File: config.mk
export PLATFORM = sky130hd
export DESIGN_NAME = iic_slave
export DESIGN_NICKNAME = d
export VERILOG_FILES = /design/src/rtl/iic_pkg.sv /design/src/rtl/iic_line_filter.sv /design/src/rtl/iic_slave.sv
export SDC_FILE = /design/constraint.sdc
export NUM_CORES = 1
export LEC_CHECK = 0
export CAP_MARGIN = 20
export CORE_MARGIN = 8
export CORE_UTILIZATION = 35
export DETAILED_ROUTE_END_ITERATION = 10
export PLACE_DENSITY_LB_ADDON = 0.12
export SLEW_MARGIN = 20
export SYNTH_ARGS = -nofsm -noshare
export SYNTH_HDL_FRONTEND = slang
export SYNTH_SLANG_ARGS = --single-unit
File: constraint.sdc
create_clock -name clk_i -period 2.6 [get_ports clk_i]
set_clock_uncertainty 0.1 [all_clocks]
set_input_delay 0.39 -clock clk_i [delete_from_list [all_inputs] [get_ports clk_i]]
set_output_delay 0.39 -clock clk_i [all_outputs]
set_load 0.01 [all_outputs]
File: src/rtl/iic_pkg.sv
// Shared I2C definitions: responder state encoding, bus ACK/NACK levels and defaults.
// Used by iic_slave and iic_master.
package iic_pkg;

    typedef enum logic [3:0] {
        ST_IDLE,
        ST_DEV_ADDR,
        ST_DEV_ACK,
        ST_REG_ADDR,
        ST_REG_ACK,
        ST_WR_DATA,
        ST_WR_ACK,
        ST_RD_DATA,
        ST_RD_ACK,
        ST_IGNORE
    } iic_state_t;

    localparam logic ACK  = 1'b0;
    localparam logic NACK = 1'b1;

    localparam logic [6:0] IIC_DEF_SLV_ADDR = 7'h3C;
    localparam int         IIC_DEF_FILT     = 3;

endpackage

File: src/rtl/iic_line_filter.sv
// Pad input conditioning for one I2C line: 2-flop synchronizer, FILT-sample
// stability filter and single-cycle rise/fall pulses aligned with the level change.
module iic_line_filter #(
    parameter int FILT = 3
) (
    input  logic clk_i,
    input  logic rst_n,
    input  logic i_line,
    output logic o_level,
    output logic o_rise,
    output logic o_fall
);

    localparam int CW = $clog2(FILT) + 1;

    logic [1:0]    r_sync;
    logic          r_level;
    logic [CW-1:0] r_cnt;
    logic          r_rise;
    logic          r_fall;

    // NOTE: presetting to 1 (idle bus level) keeps reset release from looking like a START.
    always_ff @(posedge clk_i or negedge rst_n) begin
        if (!rst_n) begin
            r_sync  <= 2'b11;
            r_level <= 1'b1;
            r_cnt   <= '0;
            r_rise  <= 1'b0;
            r_fall  <= 1'b0;
        end else begin
            r_sync <= {r_sync[0], i_line};
            r_rise <= 1'b0;
            r_fall <= 1'b0;
            if (r_sync[1] != r_level) begin
                if (r_cnt == CW'(FILT - 1)) begin
                    r_level <= r_sync[1];
                    r_cnt   <= '0;
                    r_rise  <= r_sync[1];
                    r_fall  <= ~r_sync[1];
                end else begin
                    r_cnt <= r_cnt + 1'b1;
                end
            end else begin
                r_cnt <= '0;
            end
        end
    end

    assign o_level = r_level;
    assign o_rise  = r_rise;
    assign o_fall  = r_fall;

endmodule

File: src/rtl/iic_slave.sv
// I2C register-device responder: address match + ACK, register pointer byte,
// auto-incrementing writes and reads into an external 8-bit register space.
module iic_slave
    import iic_pkg::*;
#(
    parameter logic [6:0] SLV_ADDR = IIC_DEF_SLV_ADDR,
    parameter int         FILT     = IIC_DEF_FILT
) (
    input  logic       clk_i,
    input  logic       rst_n,
    input  logic       scl_i,
    input  logic       sda_i,
    output logic       sda_oe_o,
    output logic [7:0] reg_addr_o,
    output logic [7:0] reg_wdata_o,
    output logic       reg_we_o,
    input  logic [7:0] reg_rdata_i,
    output logic       busy_o
);

    logic w_scl_lvl, w_scl_rise, w_scl_fall;
    logic w_sda_lvl, w_sda_rise, w_sda_fall;

    iic_line_filter #(.FILT(FILT)) u_scl_filt (
        .clk_i  (clk_i),
        .rst_n  (rst_n),
        .i_line (scl_i),
        .o_level(w_scl_lvl),
        .o_rise (w_scl_rise),
        .o_fall (w_scl_fall)
    );

    iic_line_filter #(.FILT(FILT)) u_sda_filt (
        .clk_i  (clk_i),
        .rst_n  (rst_n),
        .i_line (sda_i),
        .o_level(w_sda_lvl),
        .o_rise (w_sda_rise),
        .o_fall (w_sda_fall)
    );

    iic_state_t r_state;
    logic [3:0] r_cnt;
    logic [7:0] r_shreg;
    logic       r_rw;
    logic       r_phase;   // ACK states: ACK driven; RD_ACK: master ACKed
    logic       r_sda_oe;
    logic [7:0] r_reg_addr;
    logic [7:0] r_reg_wdata;
    logic       r_reg_we;
    logic       r_busy;

    logic       w_start, w_stop, w_last;
    logic [7:0] w_byte;

    assign w_start = w_sda_fall & w_scl_lvl;
    assign w_stop  = w_sda_rise & w_scl_lvl;
    assign w_byte  = {r_shreg[6:0], w_sda_lvl};
    assign w_last  = (r_cnt == 4'd7);

    always_ff @(posedge clk_i or negedge rst_n) begin
        if (!rst_n) begin
            r_state     <= ST_IDLE;
            r_cnt       <= '0;
            r_shreg     <= '0;
            r_rw        <= 1'b0;
            r_phase     <= 1'b0;
            r_sda_oe    <= 1'b0;
            r_reg_addr  <= '0;
            r_reg_wdata <= '0;
            r_reg_we    <= 1'b0;
            r_busy      <= 1'b0;
        end else begin
            r_reg_we <= 1'b0;
            if (r_reg_we)
                r_reg_addr <= r_reg_addr + 8'd1;

            if (w_start) begin
                r_state  <= ST_DEV_ADDR;
                r_cnt    <= '0;
                r_phase  <= 1'b0;
                r_sda_oe <= 1'b0;
                r_busy   <= 1'b1;
            end else if (w_stop) begin
                r_state  <= ST_IDLE;
                r_phase  <= 1'b0;
                r_sda_oe <= 1'b0;
                r_busy   <= 1'b0;
            end else begin
                case (r_state)
                    ST_DEV_ADDR, ST_REG_ADDR, ST_WR_DATA: begin
                        if (w_scl_rise) begin
                            r_shreg <= w_byte;
                            r_cnt   <= r_cnt + 4'd1;
                            if (w_last) begin
                                r_cnt <= '0;
                                if (r_state == ST_DEV_ADDR) begin
                                    r_rw    <= w_byte[0];
                                    r_state <= (w_byte[7:1] == SLV_ADDR) ? ST_DEV_ACK : ST_IGNORE;
                                end else if (r_state == ST_REG_ADDR) begin
                                    r_reg_addr <= w_byte;
                                    r_state    <= ST_REG_ACK;
                                end else begin
                                    r_reg_wdata <= w_byte;
                                    r_reg_we    <= 1'b1;
                                    r_state     <= ST_WR_ACK;
                                end
                            end
                        end
                    end

                    ST_DEV_ACK, ST_REG_ACK, ST_WR_ACK: begin
                        if (w_scl_fall) begin
                            if (!r_phase) begin
                                r_sda_oe <= ~ACK;
                                r_phase  <= 1'b1;
                            end else begin
                                r_sda_oe <= 1'b0;
                                r_phase  <= 1'b0;
                                r_cnt    <= '0;
                                if (r_state == ST_DEV_ACK && r_rw) begin
                                    // First read byte goes out on the same fall that ends the ACK
                                    r_shreg  <= reg_rdata_i;
                                    r_sda_oe <= ~reg_rdata_i[7];
                                    r_state  <= ST_RD_DATA;
                                end else begin
                                    r_state <= (r_state == ST_DEV_ACK) ? ST_REG_ADDR : ST_WR_DATA;
                                end
                            end
                        end
                    end

                    ST_RD_DATA: begin
                        if (w_scl_rise) begin
                            r_cnt <= r_cnt + 4'd1;
                        end else if (w_scl_fall) begin
                            if (r_cnt == 4'd8) begin
                                r_sda_oe <= 1'b0;
                                r_cnt    <= '0;
                                r_phase  <= 1'b0;
                                r_state  <= ST_RD_ACK;
                            end else begin
                                r_shreg  <= {r_shreg[6:0], 1'b0};
                                r_sda_oe <= ~r_shreg[6];
                            end
                        end
                    end

                    ST_RD_ACK: begin
                        if (w_scl_rise && !r_phase) begin
                            // The pointer moves past every byte handed out, ACKed or not
                            r_reg_addr <= r_reg_addr + 8'd1;
                            if (w_sda_lvl == ACK)
                                r_phase <= 1'b1;
                            else
                                r_state <= ST_IGNORE;
                        end else if (w_scl_fall && r_phase) begin
                            r_shreg  <= reg_rdata_i;
                            r_sda_oe <= ~reg_rdata_i[7];
                            r_phase  <= 1'b0;
                            r_cnt    <= '0;
                            r_state  <= ST_RD_DATA;
                        end
                    end

                    default: ;
                endcase
            end
        end
    end

    assign sda_oe_o    = r_sda_oe;
    assign reg_addr_o  = r_reg_addr;
    assign reg_wdata_o = r_reg_wdata;
    assign reg_we_o    = r_reg_we;
    assign busy_o      = r_busy;

endmodule

### Word level (Yosys, flattened, before mapping)

Index checks and enable logic that the tools add are counted.

| operators by class | value |
|---|---|
| bitwise gates (word level) | 10 |
| $lt $le $gt $ge | 0 |
| $mul | 0 |
| mux-type cells | 92 |
| $add $sub $neg | 4 |
| shift operators | 0 |
| divide/modulo/power cells | 0 |
| reductions and logical operators | 20 |
| equality and inequality tests | 44 |

Operators by type and width:

| kind | count |
|---|---|
| $mux 4 | 25 |
| $mux 8 | 8 |
| $mux 7 | 9 |
| $mux 1 | 37 |
| $pmux 4 s4 | 2 |
| $pmux 7 s4 | 1 |
| $ne 4x4->1 const B | 6 |
| $eq 4x3->1 const B | 5 |
| $mux 3 | 6 |
| $ne 4x3->1 const B | 4 |
| $pmux 8 s2 | 1 |
| $ne 2x2->1 const B | 7 |
| $reduce_and 7->1 | 2 |
| $reduce_and 12->1 | 1 |
| $reduce_and 6->1 | 2 |
| $ne 5x5->1 const B | 2 |
| $reduce_and 10->1 | 1 |
| $reduce_bool 5->1 | 2 |
| $ne 3x3->1 const B | 3 |
| $reduce_and 9->1 | 1 |
| $add 8x1->8 const B | 1 |
| $eq 4x2->1 const B | 2 |
| $eq 4x4->1 const B | 2 |
| $not 1->1 | 8 |
| 20 further kinds | 32 |

| storage, ports and cells | value |
|---|---|
| output and inout bits | 19 |
| memories kept | 0 |
| bits in latches | 0 |
| bits of input ports | 12 |
| bits in registers | 52 |
| logic and storage cells | 190 |
| RAM bits | 0 |
| bits in read-only memories | 0 |

### Longest topological paths before layout

| logic depth | value |
|---|---|
| word-level depth | 9 |
| mapped depth | 8 |
| mapped depth without buffers | 7 |

### Hierarchy

From an unflattened synthesis, not the netlist that was laid out.

| unflattened totals | value |
|---|---|
| cells, all modules | 292 |
| area total of the unflattened synthesis | 2992.9 µm² |

Modules (own cells, without submodules):

| module | instances | cells each | area an instance (µm²) | sequential area each (µm²) |
|---|---|---|---|---|
| iic_slave | 1 | 250 | 2384.8 | 900.9 |
| iic_line_filter | 2 | 21 | 304.0 | 203.9 |

### Least setup slack after synthesis

No wires, ideal clock.

| timing path | value |
|---|---|
| path kind | reg-to-reg |
| start point | reg r_state[1] |
| end point | reg r_shreg[0] |
| slack | 452 ps |
| setup time | 125 ps |
| period minus slack after synthesis | 2148 ps |
| path buffers | 1 |
| data required time | 2375 ps |
| cell stages (with the launch flop) | 7 |
| arrival | 1924 ps |
| cell sequence | dfrtp_1 > buf_6 > nor3_1 > xnor2_1 > o2111ai_2 > nor4_4 > mux2_2 |

| between the ends | value |
|---|---|
| cells in the longest elaborated chain, start to end | 4 |
| elaborated cells on any way between the ends | 23 |
| classes of those cells | eq/ne (17); mux (1); reduce/logical (5) |

RTL lines:

| item | line | RTL |
|---|---|---|
| start: declaration | iic_slave.sv:42 | `iic_state_t r_state;` |
| start signal: assignment | iic_slave.sv:99 | `r_state <= (w_byte[7:1] == SLV_ADDR) ? ST_DEV_ACK : ST_IGNORE;` |
| start signal: assignment | iic_slave.sv:127 | `r_state <= (r_state == ST_DEV_ACK) ? ST_REG_ADDR : ST_WR_DATA;` |
| $eq 4x1->1 (tied with other cells) | iic_slave.sv:90 | `case (r_state)` |
| $reduce_or 3->1 or $logic_and 1x1->1 (tied branches) | iic_slave.sv:90, iic_slave.sv:121 |  |
| $ne 2x1->1 (no source line) (tied with other cells) | -- |  |
| $reduce_and 12->1 (no source line) | -- |  |
| end signal: assignment | iic_slave.sv:93 | `r_shreg <= w_byte;` |
| end signal: assignment | iic_slave.sv:123 | `r_shreg <= reg_rdata_i;` |
| end signal: assignment | iic_slave.sv:143 | `r_shreg <= {r_shreg[6:0], 1'b0};` |
| end: declaration | iic_slave.sv:44 | `logic [7:0] r_shreg;` |

Several ways; a longest one is shown, not always the timed one.
A chain may end at the register's enable or synchronous reset.

### Worst setup path in the final report

| timing path | value |
|---|---|
| start point | reg r_state[1] |
| end point | reg r_shreg[3] |

Same word-level chain as after synthesis.

==> impl_metrics.env <==
export IMPL_hold_viol=0
export IMPL_hold_class="reg2reg"
export IMPL_clk_pin_slew_ps=100
export IMPL_synth_top_flop_cell="dfrtp_1"
export IMPL_insertion_delay_ps=320
export IMPL_maxCapViolations=0
export IMPL_postCtsSetupRepairBufs=0
export IMPL_ys_seq_area_share_pct=42.01
export IMPL_nets=365
export IMPL_postSynthCellCount=311
export IMPL_cts_tree="done"
export IMPL_yosysUniqueCellTypes=67
export IMPL_path_max_fanout=13
export IMPL_hold_buffers=1
export IMPL_fin_crit_ps=2409
export IMPL_grt_pass1_wl_um=13040
export IMPL_drive_gt1_share_pct=18.80
export IMPL_place_area_sq_um=3598
export IMPL_setup_viol=0
export IMPL_r2r_end="r_shreg[3]"
export IMPL_rrSetupSlack_ps=190
export IMPL_totalWireLength_um=7945
export IMPL_cts_buffers=5
export IMPL_place_hpwl_um=5876
export IMPL_power_mw=3.824
export IMPL_post_route_drc_count=0
export IMPL_design_core_area_sq_um=8678
export IMPL_gr_total_overflow=0
export IMPL_rsz0062_at_grt="no"
export IMPL_irDropWorstVdd_mv=0.4691
export IMPL_drt_first_pass_iters=4
export IMPL_critPathKind="reg2reg"
export IMPL_final_max_slew_violation_count=0
export IMPL_die_w_um=110.3
export IMPL_grt_util_all_layers_pct=13.58
export IMPL_synth_area_leaders="dfrtp_1, mux2_2, dfstp_2, nand2_1, xor2_1"
export IMPL_grt_max_degree=53
export IMPL_min_delay_worst_endpoint="u_scl_filt.r_sync[1]"
export IMPL_status="completed"
export IMPL_slew_headroom_pct=68.02
export IMPL_cp_start_kind="register"
export IMPL_via_count=2531
export IMPL_dieArea_sq_um=12180
export IMPL_p_leak_nw=1.507
export IMPL_max_freq_mhz=415.2
export IMPL_grt_pass1_vias=2495
export IMPL_clk_path_buf_depth=2
export IMPL_setup_tns_ps=0
export IMPL_htreeDepth=2
export IMPL_postLayoutCellArea_sq_um=3724
export IMPL_power_density_nw_per_um2=1027
export IMPL_yosysTopAreaCellShare_pct=36.95
export IMPL_ys_seq_elements=52
export IMPL_num_fill_cells=860
export IMPL_ant_nets=0
export IMPL_avgRoutedWirePerCell_um=17.31
export IMPL_ctsRootBufferMaster="clkbuf_8"
export IMPL_antenna_found_initial=0
export IMPL_num_io_pins=31
export IMPL_gp_congestion=0.9169
export IMPL_fp_row_count=34
export IMPL_hold_depth=0
export IMPL_cp_arrival_ps=2520
export IMPL_routed_via_density=5.514
export IMPL_finalCoreUtilization_pct=42.91
export IMPL_end_kind="register"
export IMPL_insertedDiodeCount=0
export IMPL_hold_start="u_scl_filt.r_sync[0]"
export IMPL_required_ps=2710
export IMPL_r2r_start="r_state[1]"
export IMPL_syn_area_per_cell_sq_um=10.02
export IMPL_async_reset_ff_share_pct=100.0
export IMPL_netlist_area_sq_um=3115
export IMPL_syn_nets=326
export IMPL_die_h_um=110.3
export IMPL_synth_top_area_cell="dfrtp_1"
export IMPL_reg2reg_depth=5
export IMPL_synth_edf_count=0
export IMPL_initial_core_util_pct=35.90
export IMPL_tightest_slew_ps=476.1
export IMPL_post_route_period_util_pct=92.64
export IMPL_clock_sinks=52
export IMPL_area_growth_syn_to_layout_pct=19.52
export IMPL_cts_resized=0
export IMPL_yosys_warnings=0
export IMPL_first_iter_violations=141
export IMPL_port_buffers=30
-- metal layers --
layer / global-route usage (%) / share of wire [%] / up-vias
met5: 0 / 0 / -
met4: 4.186 / 1.3 / 0
met3: 2.907 / 5.6 / 11
met2: 21.02 / 45 / 60
met1: 18.50 / 48 / 1230
li1: - / - / 1230
-- Yosys cell counts, drive strengths merged, types with 3 or more instances --
library cell  count
dfrtp            46
nand2            28
mux2             21
nor2             21
o21ai            17
a21oi            12
nor3             11
xor2             10
nand3             9
o22ai             8
xnor2             8
buf               7
clkbuf            7
inv               7
dfstp             6
mux2i             6
nand2b            6
nor2b             6
nand3b            4
nand4             4
nor3b             4
o211ai            4
o21a              4
o221ai            4
or4               4
a211oi            3
a22oi             3
a31oi             3
and2              3
ha                3
nand4b            3
nor4b             3
-- report_power, final --
group	total, mW	switching (mW)	internal (mW)
clock network	0.590	0.298	0.292
logic	1.88	0.979	0.901
registers	1.35	0.332	1.02
-- worst max-delay path by stage --
stage / startpoint / to / slack [ps]
after floorplan: r_state[1] / r_shreg[0] / 450
after global placement: r_state[3] / r_shreg[1] / 280
after detailed placement: r_state[3] / r_shreg[3] / 230
after CTS: r_state[1] / r_shreg[3] / 220
after global routing: r_state[1] / r_shreg[6] / 50
final: r_state[1] / r_shreg[3] / 190
-- state kept, by name (all words and copies together) (netlist names), 2 cells and up --
register / cells
reg_wdata_o: 8
u_sda_filt.r_sync: 2
reg_addr_o: 8
r_state: 4
u_sda_filt.r_cnt: 3
r_shreg: 7
u_scl_filt.r_cnt: 3
u_scl_filt.r_sync: 2
r_cnt: 4
-- cell usage in the layout (no fill, tap or decap), types with 5 or more instances in the layout --
| cell type | Yosys | routed |
|---|---|---|
| o21ai_0 | 15 | 15 |
| mux2i_1 | 6 | 6 |
| clkbuf_8 | 0 | 5 |
| xor2_1 | 10 | 10 |
| o22ai_1 | 7 | 7 |
| xnor2_1 | 8 | 8 |
| clkdlybuf4s50_1 | 0 | 29 |
| inv_1 | 7 | 7 |
| a21oi_1 | 12 | 12 |
| nand2b_1 | 6 | 6 |
| mux2_2 | 21 | 21 |
| dfrtp_1 | 46 | 46 |
| nor3_1 | 11 | 11 |
| nand3_1 | 9 | 9 |
| nand2_1 | 28 | 28 |
| dfstp_2 | 6 | 6 |
| nor2b_1 | 6 | 6 |
| buf_4 | 2 | 14 |
| nor2_1 | 19 | 19 |
-- area by class of cell --
| cell class | count | area, sq um | share of cell area, % |
|---|---|---|---|
| multi-input combinational | 238 | 1708 | 45.87 |
| sequential | 52 | 1309 | 35.15 |
| timing repair buffer | 46 | 430.4 | 11.56 |
| tap | 108 | 135.1 | 3.629 |
| clock buffer | 5 | 68.82 | 1.848 |
| clock inverter | 3 | 46.29 | 1.243 |
| inverter | 7 | 26.28 | 0.7056 |
-- kinds of logic after synthesis --
logic type	after synthesis	synth area share [%]
AO/OA/AOI/OAI	75	17.83
XOR/XNOR	18	5.060
adder cells (fa/ha/maj)	3	1.205
buffers and inverters	21	3.173
flip-flops	52	42.01
multiplexers	27	9.518
AND/OR/NAND/NOR	115	21.21
-- per-stage QoR --
step | worst slack (ps) | cells | hold slack, ps
after global placement | 275.8 | 450 | 248.3
after global routing | 53.44 | 459 | 265.5
after floorplan | 451.8 | 311 | -5.591
final | 191.5 | 459 | 263.0
after CTS | 222.7 | 459 | 264.9
after detailed placement | 230.7 | 450 | 249.0
-- critical path, stage by stage, from the launching register on --
cell and delay (ps):
dfrtp_1 550, nor3_1 280, xnor2_1 180, o2111ai_2 250
nor4_4 550, mux2_2 390
Note: power is estimated with default switching activity, not from simulation.
==> variant 1, RTL diff (same flow settings) <==
Change the package constant `IIC_DEF_FILT` from 3 to 2.
--- a/src/rtl/iic_pkg.sv
+++ b/src/rtl/iic_pkg.sv
@@ -21,3 +21,3 @@
     localparam logic [6:0] IIC_DEF_SLV_ADDR = 7'h3C;
-    localparam int         IIC_DEF_FILT     = 3;
+    localparam int         IIC_DEF_FILT     = 2;
 
Function: changed (Yosys sat finds a counterexample within 10 cycles, from zero or initial values and one cycle with rst_n low).
==> variant 1 against the unedited design <==
Total power decreased by 11%. Sequential share of layout area up 0.94 points. Synthesized area decreased by 8.4%. Design area down 6.3%. First-iteration DRC count down 7.8%. Worst hold slack lost 0.0024 ns. Setup slack better by 0.051 ns. Routed wire length fell by 7.9%. Global-route usage decreased by 0.23 points. Sequential power down 10%. Largest power group unchanged. Critical endpoint is now r_state[2]. Core utilization increased by 0.42 points. Sequential cell count is 2 lower.
==> variant 1: results (changes against the unedited design) <==
metric	value	unit	change
Leak	1.45	nW	-4.0%
Non-clock buffers, area share	13.1	%	+1.5 points
Initial DRC Count	130		-7.8%
Cell Area, Placed	3370	um2	-6.4%
vias per cell	5.51		about the same
vias in the first global route	2346		-6.0%
seq_cells	50		-3.8%
Num CTS Buffers	5		unchanged
WL/cell	17.1	um	-1.3%
area of the multi-input gates	1500	um2	-12%
Flop pwr share	35.5	%	about the same
switching share of power	40.0	%	-2.1 points
Placed Instances	419		-6.9%
Crit Path Max Fanout	12		-1
largest net degree at the start of global routing	23		-57%
Tightest Hold Check Type	flop to flop		
syn nets	290		-11%
Final nets	337		-7.7%
FF-to-FF path depth	7		+2
ranking of synthesized cells by area	dfrtp_1, mux2_2, dfstp_2		
sequential share of the synthesized area	44.1	%	+2.1 points
GP Congestion	0.888		-3.2%
r2r startpoint	r_state[2]		
Slew HR	62.9	%	-5.1 points
first-pass GRT wire length	12.3	mm	-5.7%
Final Non-Filler Cells	428		-6.8%
met2 Track Usage GR	19.4	%	-1.6 points
Worst R2R End	r_state[2]		
Signal inverters	8		+1
H-Tree Depth	2		unchanged
Clk pin slew, worst setup/hold paths	0.09	ns	
post-place setup slack	0.277	ns	+0.0467 ns
Peak VDD IR	0.000404	V	-14%
reg-to-reg slack, setup	0.24	ns	+0.05 ns
met1 usage	19.5	%	+1.0 points
met3 Use GR	2.60	%	-0.31 points
total chip power	0.00342	W	-11%
Critical Path AT	2.47	ns	-0.05 ns
Clock Buffer Count	6		+1
outcome	completed		
Hold Startpoint	u_sda_filt.r_sync[0]		
share of cells above drive strength 1	21.7	%	+2.9 points
clock-cell share of area	3.16	%	+0.065 points
Synth Warn #	0		unchanged
Hold WS	0.261	ns	-0.00240 ns
power per cell area	979	nW/um2	-4.6%
CP peak stage delay	0.52	ns	-0.03 ns
top cells by instance count after synthesis	dfrtp_1, mux2_2, nand2_1		
Register Area	1260	um2	-3.8%
fillers	778		-9.5%
end of the worst hold path	u_sda_filt.r_sync[1]		
Post-DP HPWL	5.41	mm	-7.9%
All-Layer GR Usage	13.4	%	-0.23 points
Signal buffers	51		+11%
die area	11300	um2	-7.2%
Unique masters post-synth	59		-12%
Worst-Skew Late Latency	0.30	ns	-0.02 ns
count of multi-input gates	206		-13%
syn avg cell area	10.4	um2	+3.6%
Comb power frac	48.2	%	-1.0 points
## variant 1: layer usage
metal / vias to the layer above / share of wire [%]
met1: 1154 / 49
met2: 67 / 45
li1: 1131 / -
met3: 8 / 4.8
met4: 0 / 1.2
met5: - / 0
## variant 1: cell families after synthesis
group	Yosys count	share of synthesized area, %
and+or+nand+nor	97	20.4
AOI/OAI and AO/OA	67	16.7
DFF	50	44.1
muxes	28	10.9
buffers and inverters	19	3.20
xor gates and xnor gates	11	3.38
adders and majority gates	3	1.32
## variant 1: how the worst max path moves through the flow
| stage | to | slack (ns) | cells past startpoint |
|---|---|---|---|
| floorplan | r_shreg[1] | 0.36 | 5 |
| global placement | r_state[2] | 0.25 | 6 |
| detailed placement | r_state[2] | 0.28 | 7 |
| CTS | r_state[2] | 0.25 | 7 |
| global route | r_cnt[3] | 0.09 | 5 |
| finish | r_state[2] | 0.24 | 7 |
==> variant 2, RTL diff (same flow settings) <==
Made on the original files. Re-encode `iic_state_t` (10 states) as one-hot, 10 bits wide.
--- a/src/rtl/iic_pkg.sv
+++ b/src/rtl/iic_pkg.sv
@@ -4,13 +4,13 @@
 
-    typedef enum logic [3:0] {
-        ST_IDLE,
-        ST_DEV_ADDR,
-        ST_DEV_ACK,
-        ST_REG_ADDR,
-        ST_REG_ACK,
-        ST_WR_DATA,
-        ST_WR_ACK,
-        ST_RD_DATA,
-        ST_RD_ACK,
-        ST_IGNORE
+    typedef enum logic [9:0] {
+        ST_IDLE     = 10'b0000000001,
+        ST_DEV_ADDR = 10'b0000000010,
+        ST_DEV_ACK  = 10'b0000000100,
+        ST_REG_ADDR = 10'b0000001000,
+        ST_REG_ACK  = 10'b0000010000,
+        ST_WR_DATA  = 10'b0000100000,
+        ST_WR_ACK   = 10'b0001000000,
+        ST_RD_DATA  = 10'b0010000000,
+        ST_RD_ACK   = 10'b0100000000,
+        ST_IGNORE   = 10'b1000000000
     } iic_state_t;
Function: same outputs for any inputs over 10 cycles, from zero or initial values and one cycle with rst_n low; not proved beyond that.
==> variant 2 against the unedited design <==
Synthesized area increased by 10%. Sequential share of layout area decreased by 1.0 points. Design area rose by 15%. Setup slack lost 0.13 ns. Sequential cell count increased by 6. Routed wire length increased by 16%. Highest routed layer unchanged.
Power is not compared: it rests on default switching activity, and its combinational part moved more than twofold at a synthesized area within 25%.
==> variant 2: results (changes against the unedited design) <==
metric	value	unit	change
outcome	completed		
first-pass GRT wire length	15.3	mm	+17%
count of multi-input gates	261		+9.7%
Mapped Cells	348		+12%
CTS Buffer Depth	2		unchanged
Area Growth Syn to Fin	24.9	%	
Register Area	1460	um2	+12%
Worst-Skew Late Latency	0.34	ns	+0.02 ns
top cells by instance count after synthesis	dfrtp_1, nand2_1, nor2_1		
fillers	1000		+16%
Tightest Hold Check Type	flop to flop		
Unique masters post-synth	61		-9.0%
antenna violations before repair	0		unchanged
Final Max Slew Viols	0		unchanged
Leak	1.81	nW	
GP Congestion	0.848		-7.5%
Cell Area, Synth	3430	um2	+10%
area of the multi-input gates	1880	um2	+9.9%
post-place setup slack	-0.0480	ns	-0.279 ns
Num CTS Buffers	9		+4
share of cells above drive strength 1	21.8	%	+3.0 points
syn nets	363		+11%
Placed Instances	519		+15%
Peak VDD IR	0.000388	V	
Crit Path Max Fanout	6		-7
DRC Markers	0		unchanged
Non-clock buffers, area share	12.6	%	+1.0 points
vias per cell	5.39		-2.2%
reg-to-reg slack, setup	0.06	ns	-0.13 ns
Initial DRC Count	171		+21%
ranking of synthesized cells by area	dfrtp_1, dfstp_2, mux2_2		
Cell Area, Placed	3990	um2	+11%
sequential share of the synthesized area	42.6	%	+0.61 points
vias in the first global route	2879		+15%
Critical Path AT	2.67	ns	+0.15 ns
Post-DP HPWL	6.71	mm	+14%
Clk pin slew, worst setup/hold paths	0.07	ns	-0.03 ns
clock sink total	58		+12%
Top reg by flops	r_state		
endpoints failing setup	0		unchanged
Slew @ Worst Pin	0.630	ns	+0.154 ns
Signal inverters	13		+6
detailed-route wire length	9.22	mm	+16%
port bufs	30		unchanged
Hold WS	0.256	ns	-0.00710 ns
Max Freq	0.394	GHz	-5.2%
clock-cell share of area	4.36	%	+1.3 points
Final nets	418		+15%
largest net degree at the start of global routing	38		-28%
WL/cell	17.0	um	-1.5%
diode count	0		unchanged
All-Layer GR Usage	14.8	%	+1.3 points
Signal buffers	60		+30%
H-Tree Depth	3		+1
Clock Buffer Count	10		+5
DR pass1 iterations	4		unchanged
-- variant 2: power by group --
part / switching, W / internal, W / leakage [nW]
sequential: 0.000166 / 0.00104 / 0.768
combinational: 0.000397 / 0.000305 / 0.939
clock: 0.000378 / 0.000437 / 0.0998
-- variant 2: path summary, 6_finish.rpt --
kind	from	endpoint	cells after the start
max	r_state[3]	r_state[2]	7
min	u_scl_filt.r_sync[0]	u_scl_filt.r_sync[1]	0
max in group asynchronous	rst_n	u_sda_filt.r_sync[1]	3
min reg2reg	u_scl_filt.r_sync[0]	u_scl_filt.r_sync[1]	0
max reg2reg	r_state[3]	r_state[2]	7
min in group asynchronous	rst_n	reg_addr_o[7]	3
-- variant 2: repair_timing --
action,CTS,global route
gates cloned,0,1
hold buffers,1,0
setup buffers,0,4
hold endpoints to repair,21,0
endpoints found under the setup margin,13,23
pin swaps,0,2
gates resized for setup,2,10
-- variant 2: critical path, cell delays in order, from the launching register on --
cell      delay [ns]
dfrtp_1         0.44
nor4_4          0.41
buf_4           0.20
nand4_1         0.20
o311a_1         0.31
a221oi_2        0.32
a21oi_1         0.18
a22o_1          0.26
-- variant 2: layer usage --
layer	wire length, um	vias to the layer above	track usage, %	part of all wire, %
met5	0	-	0	0
met4	102	0	4.12	1.1
met3	493	7	4.57	5.3
met2	4210	76	22.3	46
met1	4410	1432	20.1	48
li1	-	1403	-	-
-- variant 2: cells by family after synthesis --
kind of cell,Yosys count,synth area share (%)
xor+xnor,19,4.86
buf+inv,29,3.94
fa+ha+maj,3,1.10
flops,58,42.6
mux,27,8.40
simple gates,133,22.2
compound gates,79,16.8
